**src/rtl/multi_player_timer_pkg.sv**
```systemverilog
// Shared types and constants for the multi-player game clock.
// Holds the controller state encoding and the min:sec field limits.
package multi_player_timer_pkg;

    localparam int          FW      = 6;
    localparam logic [5:0]  SEC_MAX = 6'd59;
    localparam logic [5:0]  MIN_SAT = 6'd63;

    typedef enum logic [1:0] {
        ST_IDLE  = 2'd0,
        ST_RUN   = 2'd1,
        ST_PAUSE = 2'd2,
        ST_FLAG  = 2'd3
    } state_t;

    function automatic logic [FW-1:0] clamp59(input logic [FW-1:0] v);
        return (v > SEC_MAX) ? SEC_MAX : v;
    endfunction

endpackage

```
**src/rtl/mm_ss_unit.sv**
```systemverilog
// One player's min:sec register with decrement, saturating increment and zero detect.
// When decrement and increment are both requested, the decrement is applied first.
module mm_ss_unit
    import multi_player_timer_pkg::*;
(
    input  logic          clk,
    input  logic          reset,
    input  logic          load,
    input  logic [FW-1:0] load_min,
    input  logic          dec,
    input  logic          add,
    input  logic [FW-1:0] add_sec,
    output logic [FW-1:0] min,
    output logic [FW-1:0] sec,
    output logic          is_zero,
    output logic          dec_hits_zero
);

    logic [FW-1:0] dmin, dsec, amin, asec;
    logic [FW:0]   sec_sum, min_sum;

    always_comb begin
        dmin    = min;
        dsec    = sec;
        amin    = min;
        asec    = sec;
        sec_sum = '0;
        min_sum = '0;
        if (dec) begin
            if (sec != '0) begin
                dsec = sec - 6'd1;
            end else if (min != '0) begin
                dmin = min - 6'd1;
                dsec = SEC_MAX;
            end
        end
        amin = dmin;
        asec = dsec;
        if (add) begin
            sec_sum = {1'b0, dsec} + {1'b0, add_sec};
            if (sec_sum >= 7'd60) begin
                asec    = FW'(sec_sum - 7'd60);
                min_sum = {1'b0, dmin} + 7'd1;
            end else begin
                asec    = sec_sum[FW-1:0];
                min_sum = {1'b0, dmin};
            end
            // A carry past the widest minute field pins the clock at its ceiling.
            if (min_sum > {1'b0, MIN_SAT}) begin
                amin = MIN_SAT;
                asec = SEC_MAX;
            end else begin
                amin = min_sum[FW-1:0];
            end
        end
    end

    assign is_zero       = (min == '0) && (sec == '0);
    assign dec_hits_zero = (min == '0) && (sec == 6'd1);

    always_ff @(posedge clk) begin
        if (!reset) begin
            min <= '0;
            sec <= '0;
        end else if (load) begin
            min <= load_min;
            sec <= '0;
        end else if (dec || add) begin
            min <= amin;
            sec <= asec;
        end
    end

endmodule

```
**src/rtl/multi_player_timer.sv**
```systemverilog
// Multi-player game clock controller: one min:sec clock per player, one running at a time.
//  state    | meaning
//  ST_IDLE  | clocks loaded or zeroed, waiting for start
//  ST_RUN   | active player's clock counts down once per tick
//  ST_PAUSE | counting frozen, resumable
//  ST_FLAG  | a clock expired; only load leaves
module multi_player_timer
    import multi_player_timer_pkg::*;
#(
    parameter int N_PLAYERS = 2,
    parameter int TICK_DIV  = 100000000,
    parameter int PW        = $clog2(N_PLAYERS)
) (
    input  logic                    clk,
    input  logic                    reset,
    input  logic                    load,
    input  logic [5:0]              init_min,
    input  logic [5:0]              inc_sec,
    input  logic                    mode,
    input  logic                    start,
    input  logic                    pause,
    input  logic                    pass,
    output logic [PW-1:0]           active,
    output logic                    running,
    output logic [N_PLAYERS-1:0]    flag,
    output logic [6*N_PLAYERS-1:0]  min_bus,
    output logic [6*N_PLAYERS-1:0]  sec_bus
);

    localparam int CW = $clog2(TICK_DIV);

    state_t                 state, state_next;
    logic [CW-1:0]          presc, presc_next;
    logic [PW-1:0]          active_next;
    logic [N_PLAYERS-1:0]   flag_next;
    logic                   load_en, tick, any_live, act_hits_zero;
    logic [N_PLAYERS-1:0]   act_onehot, dec_vec, add_vec, zero_vec, hits_vec;
    logic [FW-1:0]          min_w [N_PLAYERS];
    logic [FW-1:0]          sec_w [N_PLAYERS];
    logic [FW-1:0]          load_min, add_sec;

    assign load_min = clamp59(init_min);
    assign add_sec  = clamp59(inc_sec);

    for (genvar p = 0; p < N_PLAYERS; p++) begin : g_player
        mm_ss_unit u_clk (
            .clk           (clk),
            .reset         (reset),
            .load          (load_en),
            .load_min      (load_min),
            .dec           (dec_vec[p]),
            .add           (add_vec[p]),
            .add_sec       (add_sec),
            .min           (min_w[p]),
            .sec           (sec_w[p]),
            .is_zero       (zero_vec[p]),
            .dec_hits_zero (hits_vec[p])
        );
        assign min_bus[6*p +: 6] = min_w[p];
        assign sec_bus[6*p +: 6] = sec_w[p];
        assign act_onehot[p]     = (active == PW'(p));
    end

    assign any_live      = ~&zero_vec;
    assign act_hits_zero = |(hits_vec & act_onehot);
    assign tick          = (presc == CW'(TICK_DIV - 1));

    always_ff @(posedge clk) begin
        if (!reset) state <= ST_IDLE;
        else        state <= state_next;
    end

    always_comb begin
        state_next  = state;
        presc_next  = presc;
        active_next = active;
        flag_next   = flag;
        load_en     = 1'b0;
        dec_vec     = '0;
        add_vec     = '0;
        case (state)
            ST_IDLE: begin
                if (load) begin
                    load_en     = 1'b1;
                    flag_next   = '0;
                    active_next = '0;
                end else if (start && !pause && any_live) begin
                    state_next = ST_RUN;
                    presc_next = '0;
                end
            end
            ST_RUN: begin
                if (!pause) begin
                    if (tick) dec_vec = act_onehot;
                    // An expiring decrement wins over a simultaneous pass.
                    if (tick && act_hits_zero) begin
                        flag_next  = flag | act_onehot;
                        state_next = ST_FLAG;
                        presc_next = '0;
                    end else if (pass) begin
                        if (mode) add_vec = act_onehot;
                        active_next = (active == PW'(N_PLAYERS - 1)) ? '0 : active + PW'(1);
                        presc_next  = '0;
                    end else begin
                        presc_next = tick ? '0 : presc + CW'(1);
                    end
                end else begin
                    state_next = ST_PAUSE;
                end
            end
            ST_PAUSE: begin
                if (load) begin
                    load_en     = 1'b1;
                    flag_next   = '0;
                    active_next = '0;
                    state_next  = ST_IDLE;
                end else if (start && !pause) begin
                    state_next = ST_RUN;
                    presc_next = '0;
                end
            end
            ST_FLAG: begin
                if (load) begin
                    load_en     = 1'b1;
                    flag_next   = '0;
                    active_next = '0;
                    state_next  = ST_IDLE;
                end
            end
            default: state_next = ST_IDLE;
        endcase
    end

    always_ff @(posedge clk) begin
        if (!reset) begin
            presc   <= '0;
            active  <= '0;
            flag    <= '0;
            running <= 1'b0;
        end else begin
            presc   <= presc_next;
            active  <= active_next;
            flag    <= flag_next;
            running <= (state_next == ST_RUN);
        end
    end

endmodule

```
**config.mk**
```make
export PLATFORM = sky130hd
export DESIGN_NAME = multi_player_timer
export DESIGN_NICKNAME = d
export VERILOG_FILES = /design/src/rtl/multi_player_timer_pkg.sv /design/src/rtl/mm_ss_unit.sv /design/src/rtl/multi_player_timer.sv
export SDC_FILE = /design/constraint.sdc
export NUM_CORES = 1
export LEC_CHECK = 0
export CORE_UTILIZATION = 57
export CTS_CLUSTER_DIAMETER = 30
export DETAILED_ROUTE_END_ITERATION = 16
export MAX_ROUTING_LAYER = met4
export PLACE_DENSITY = 0.89
export SYNTH_ARGS = -nofsm -noshare
export SYNTH_HDL_FRONTEND = slang
export SYNTH_SLANG_ARGS = --single-unit
export TNS_END_PERCENT = 10
```
**constraint.sdc**
```tcl
create_clock -name clk -period 5.3 [get_ports clk]
set_input_delay 0.53 -clock clk [delete_from_list [all_inputs] [get_ports clk]]
set_output_delay 0.53 -clock clk [all_outputs]
set_load 0.02 [all_outputs]
```
==> PnR_summary.wiki <==
{| class="wikitable"
! Metric !! Value
|-
| Status || finished clean
|-
| Period Utilization, post-route || 0.923
|-
| Internal Dissipation || around 760 uW
|-
| CTS Root Buffer Type || sky130_fd_sc_hd__clkbuf_8
|-
| Multi-input logic area || around 3500 um^2
|-
| Sum of routed wire length over all layers || 13,400 um
|-
| Full die area || slightly below 9000 um^2
|-
| Clock tree from TritonCTS || yes
|-
| Global placement routability congestion || 0.987
|-
| Reg-to-reg setup timing slack || 0.46 ns
|-
| I/O pin count || between 40 and 50
|-
| Post-synth EDFFs || 0
|-
| Post-layout min period || slightly below 5 ns
|-
| Post-cts resize count || 0
|-
| Portion of total power attributed to the clock network || 0.378
|-
| Largest cells by area after synthesis || sky130_fd_sc_hd__dfxtp_1 23%, sky130_fd_sc_hd__ha_1 6.7%, sky130_fd_sc_hd__nor2_1 5.0%, sky130_fd_sc_hd__nand2_1 4.6%, sky130_fd_sc_hd__a21oi_1 4.1%
|-
| Share of async-settable or async-resettable flops after synthesis || 0
|-
| Final Power || roughly 1.1 mW
|-
| Worst setup SP type || primary input
|-
| Slew at the pin closest to its max-slew limit || 1.02 ns
|-
| DRC violations left || 0
|-
| Hold WC Path Type || reg -> reg
|-
| Type of the setup path with the least slack || in -> reg
|-
| Max VDD drop || 0.000138 V
|-
| Global route overflow || 0
|-
| Sequential group share of total power || 0.411
|-
| Die H || ~94 um
|-
| Final design utilization || 0.677
|-
| Vias || 4,966
|-
| Number of rows in the core area || 33
|-
| DRT antenna net count || 0
|-
| Mean instance size in the synthesized netlist || 7.87 um^2
|-
| Cell Area, Synth || around 4900 um^2
|-
| Maximum clock rate || approximately 200 MHz
|-
| Post-detailed-route via-to-cell ratio || 6.50
|-
| Endpoints failing hold || 0
|-
| Number of fillers in the final layout || 690
|-
| Leading area contributor after synthesis || sky130_fd_sc_hd__dfxtp_1
|-
| All-layer global routing usage || 0.322
|-
| Share of layout cells above drive strength 1 || 0.0986
|-
| Share of Yosys cell area claimed by the top area cell type || 0.234
|-
| Level count of the clock H-tree || 3
|-
| Maximum clock skew at final layout || 0.0188 ns
|-
| Hold-fix buffers, CTS || 0
|-
| Commonest cells post-synth || 65 x sky130_fd_sc_hd__nor2_1, 60 x sky130_fd_sc_hd__nand2_1, 57 x sky130_fd_sc_hd__dfxtp_1, 40 x sky130_fd_sc_hd__a21oi_1
|-
| CP endpoint kind || flop
|-
| Synthesized instance count || 619
|-
| Clock latency of the later-clocked register in the worst-skew pair || 0.35 ns
|-
| Number of clock buffers inserted by TritonCTS || 9
|-
| Number of library cell types mapped by synthesis || 82
|-
| Width of the die || 94.5 um
|-
| Growth of design area from synthesis to finish || 14.7%
|-
| Port Buf Inserts || 46
|-
| Most numerous cell in the Yosys netlist || sky130_fd_sc_hd__nor2_1
|-
| Number of pins with negative max-slew slack in the final report || 0
|-
| Setup violations, final || 0
|-
| Detailed placement HPWL || 10,100 um
|-
| Storage element area || around 1100 um^2
|-
| Net count of the mapped netlist || 666
|-
| Sw Pwr || 351 uW
|-
| Number of global-route vias before repair || 4,595
|-
| Ant. Diodes || 0
|-
| Area of the core region || 8260 um^2
|-
| Pin count of the biggest net entering global routing || 19
|-
| Commonest register cell after synthesis || sky130_fd_sc_hd__dfxtp_1
|-
| Register clock-pin slew on the reported worst setup and hold paths || 0.07 ns
|-
| Global-route wire length before repair || 22,100 um
|-
| Critical path data required time || roughly 5.5 ns
|-
| Max Buffers Root-to-Sink || 2
|-
| Fraction of power spent switching nets || 0.316
|-
| Final total negative setup slack || 0 ns
|-
| Leak Pwr || 2.09 nW
|-
| Setup repair after global routing missed its margin || no
|-
| Antenna violations before repair || 0
|-
| Worst path arrival time || roughly 5 ns
|-
| Count of yosys warnings during synthesis || 0
|-
| Clk sink count || 57
|-
| Number of violations of the max-capacitance limit || 0
|-
| Power per Cell Area || a little under 200 nW/um^2
|-
| Setup repair bufs after CTS || 0
|-
| Detailed-route wire length per cell || approximately 18 um
|-
| Initial standard-cell utilization of the core || 0.590
|-
| Combinational power share || 0.211
|-
| Fin nets || 702
|-
| Maximum fanout encountered on the critical timing path || 9
|-
| Register bit count reported by yosys || 57
|-
| Number of iterations in the first detailed-routing pass || 6
|-
| Drt initial violations || 400
|-
| Sequential cell area fraction in the yosys report || 0.234
|-
| Relative slew slack || 0.314
|}
-- path summary, 6_finish.rpt --
kind / start / endpoint / cells after the start
worst max-delay path: pause / g_player[1].u_clk.min[4] / 14
worst min-delay path: presc[1] / presc[1] / 2
worst max register to register: presc[0] / g_player[1].u_clk.min[4] / 14
worst min register to register: presc[1] / presc[1] / 2
-- cells in the final DEF, fill, tap and decap left out, drive strengths merged, types with 4 or more instances in the layout --
cell type / count
nand3: 20
or3: 6
nand4: 21
and4: 7
or2: 6
dfxtp: 57
a31oi: 17
a211oi: 10
a21oi: 41
nor2b: 8
a22o: 4
nand2: 60
mux2: 6
ha: 26
xor2: 20
inv: 26
buf: 8
nor2: 65
a21o: 10
nor3b: 5
nand2b: 9
nor3: 25
and2: 11
nor4b: 4
clkdlybuf4s50: 46
o22ai: 7
o21ai: 20
nor4: 12
clkbuf: 10
and3: 6
mux2i: 13
xnor2: 14
-- cells by family (layout without fill, tap and decap cells) --
logic type,count (synthesis),count (layout),synth area share
and+or+nand+nor,279,279,0.336
AOI/OAI and AO/OA,147,147,0.205
DFF,57,57,0.234
buffers and inverters,55,95,0.0467
xor gates and xnor gates,34,34,0.0611
adders and majority gates,28,28,0.0750
muxes,19,19,0.0413
-- state kept, by name, summed over array words and instances (netlist names) --
name	cells
presc	27
g_player.u_clk.min	12
g_player.u_clk.sec	12
flag	2
state	2
active	1
running	1
-- final cells by class --
| type | instances | area share |
|---|---|---|
| Timing Repair Buffer | 54 | 0.0931 |
| Multi-Input combinational cell | 507 | 0.627 |
| Clock buffer | 10 | 0.0246 |
| Inverter | 26 | 0.0175 |
| Tap cell | 105 | 0.0235 |
| Sequential cell | 57 | 0.204 |
| Clock inverter | 5 | 0.0101 |
-- worst max-delay path, cell delays in order --
cell and delay, ns:
sky130_fd_sc_hd__clkdlybuf4s50_1 0.46, sky130_fd_sc_hd__nor3b_2 0.28, sky130_fd_sc_hd__nand2_1 0.25, sky130_fd_sc_hd__nor3_2 0.53, sky130_fd_sc_hd__a21oi_1 0.12, sky130_fd_sc_hd__a31oi_1 0.28, sky130_fd_sc_hd__ha_1 0.31, sky130_fd_sc_hd__a211oi_1 0.33
sky130_fd_sc_hd__nor2_1 0.10, sky130_fd_sc_hd__o311ai_0 0.57, sky130_fd_sc_hd__a31oi_1 0.40, sky130_fd_sc_hd__or4_1 0.62, sky130_fd_sc_hd__mux2i_1 0.14, sky130_fd_sc_hd__a22o_1 0.19
-- per-layer routing --
metal	up-vias	GRT usage	part of all wire
met2	275	0.508	0.47
met3	31	0.0588	0.083
li1	2350	-	-
met4	0	0.121	0.020
met1	2310	0.410	0.42
met5	-	-	0
-- power groups by stage --
stage               Clock (mW)  Combinational, mW  Sequential [mW]
floorplan                    0              0.150            0.466
global placement             0              0.220            0.464
detailed placement           0              0.226            0.465
CTS                      0.421              0.228            0.456
global route             0.441              0.254            0.458
finish                   0.419              0.234            0.456
-- stage by stage --
step	std cells	instance area, um^2	hold WS [ns]	setup slack (ns)
6_report	764	5590	0.475	0.409
5_1_grt	764	5590	0.518	0.152
4_1_cts	764	5590	0.480	0.543
3_5_place_dp	749	5390	0.471	0.172
3_3_place_gp	749	5390	0.459	0.435
2_1_floorplan	619	4870	0.449	1.16
Note: power is estimated with default switching activity, not from simulation.
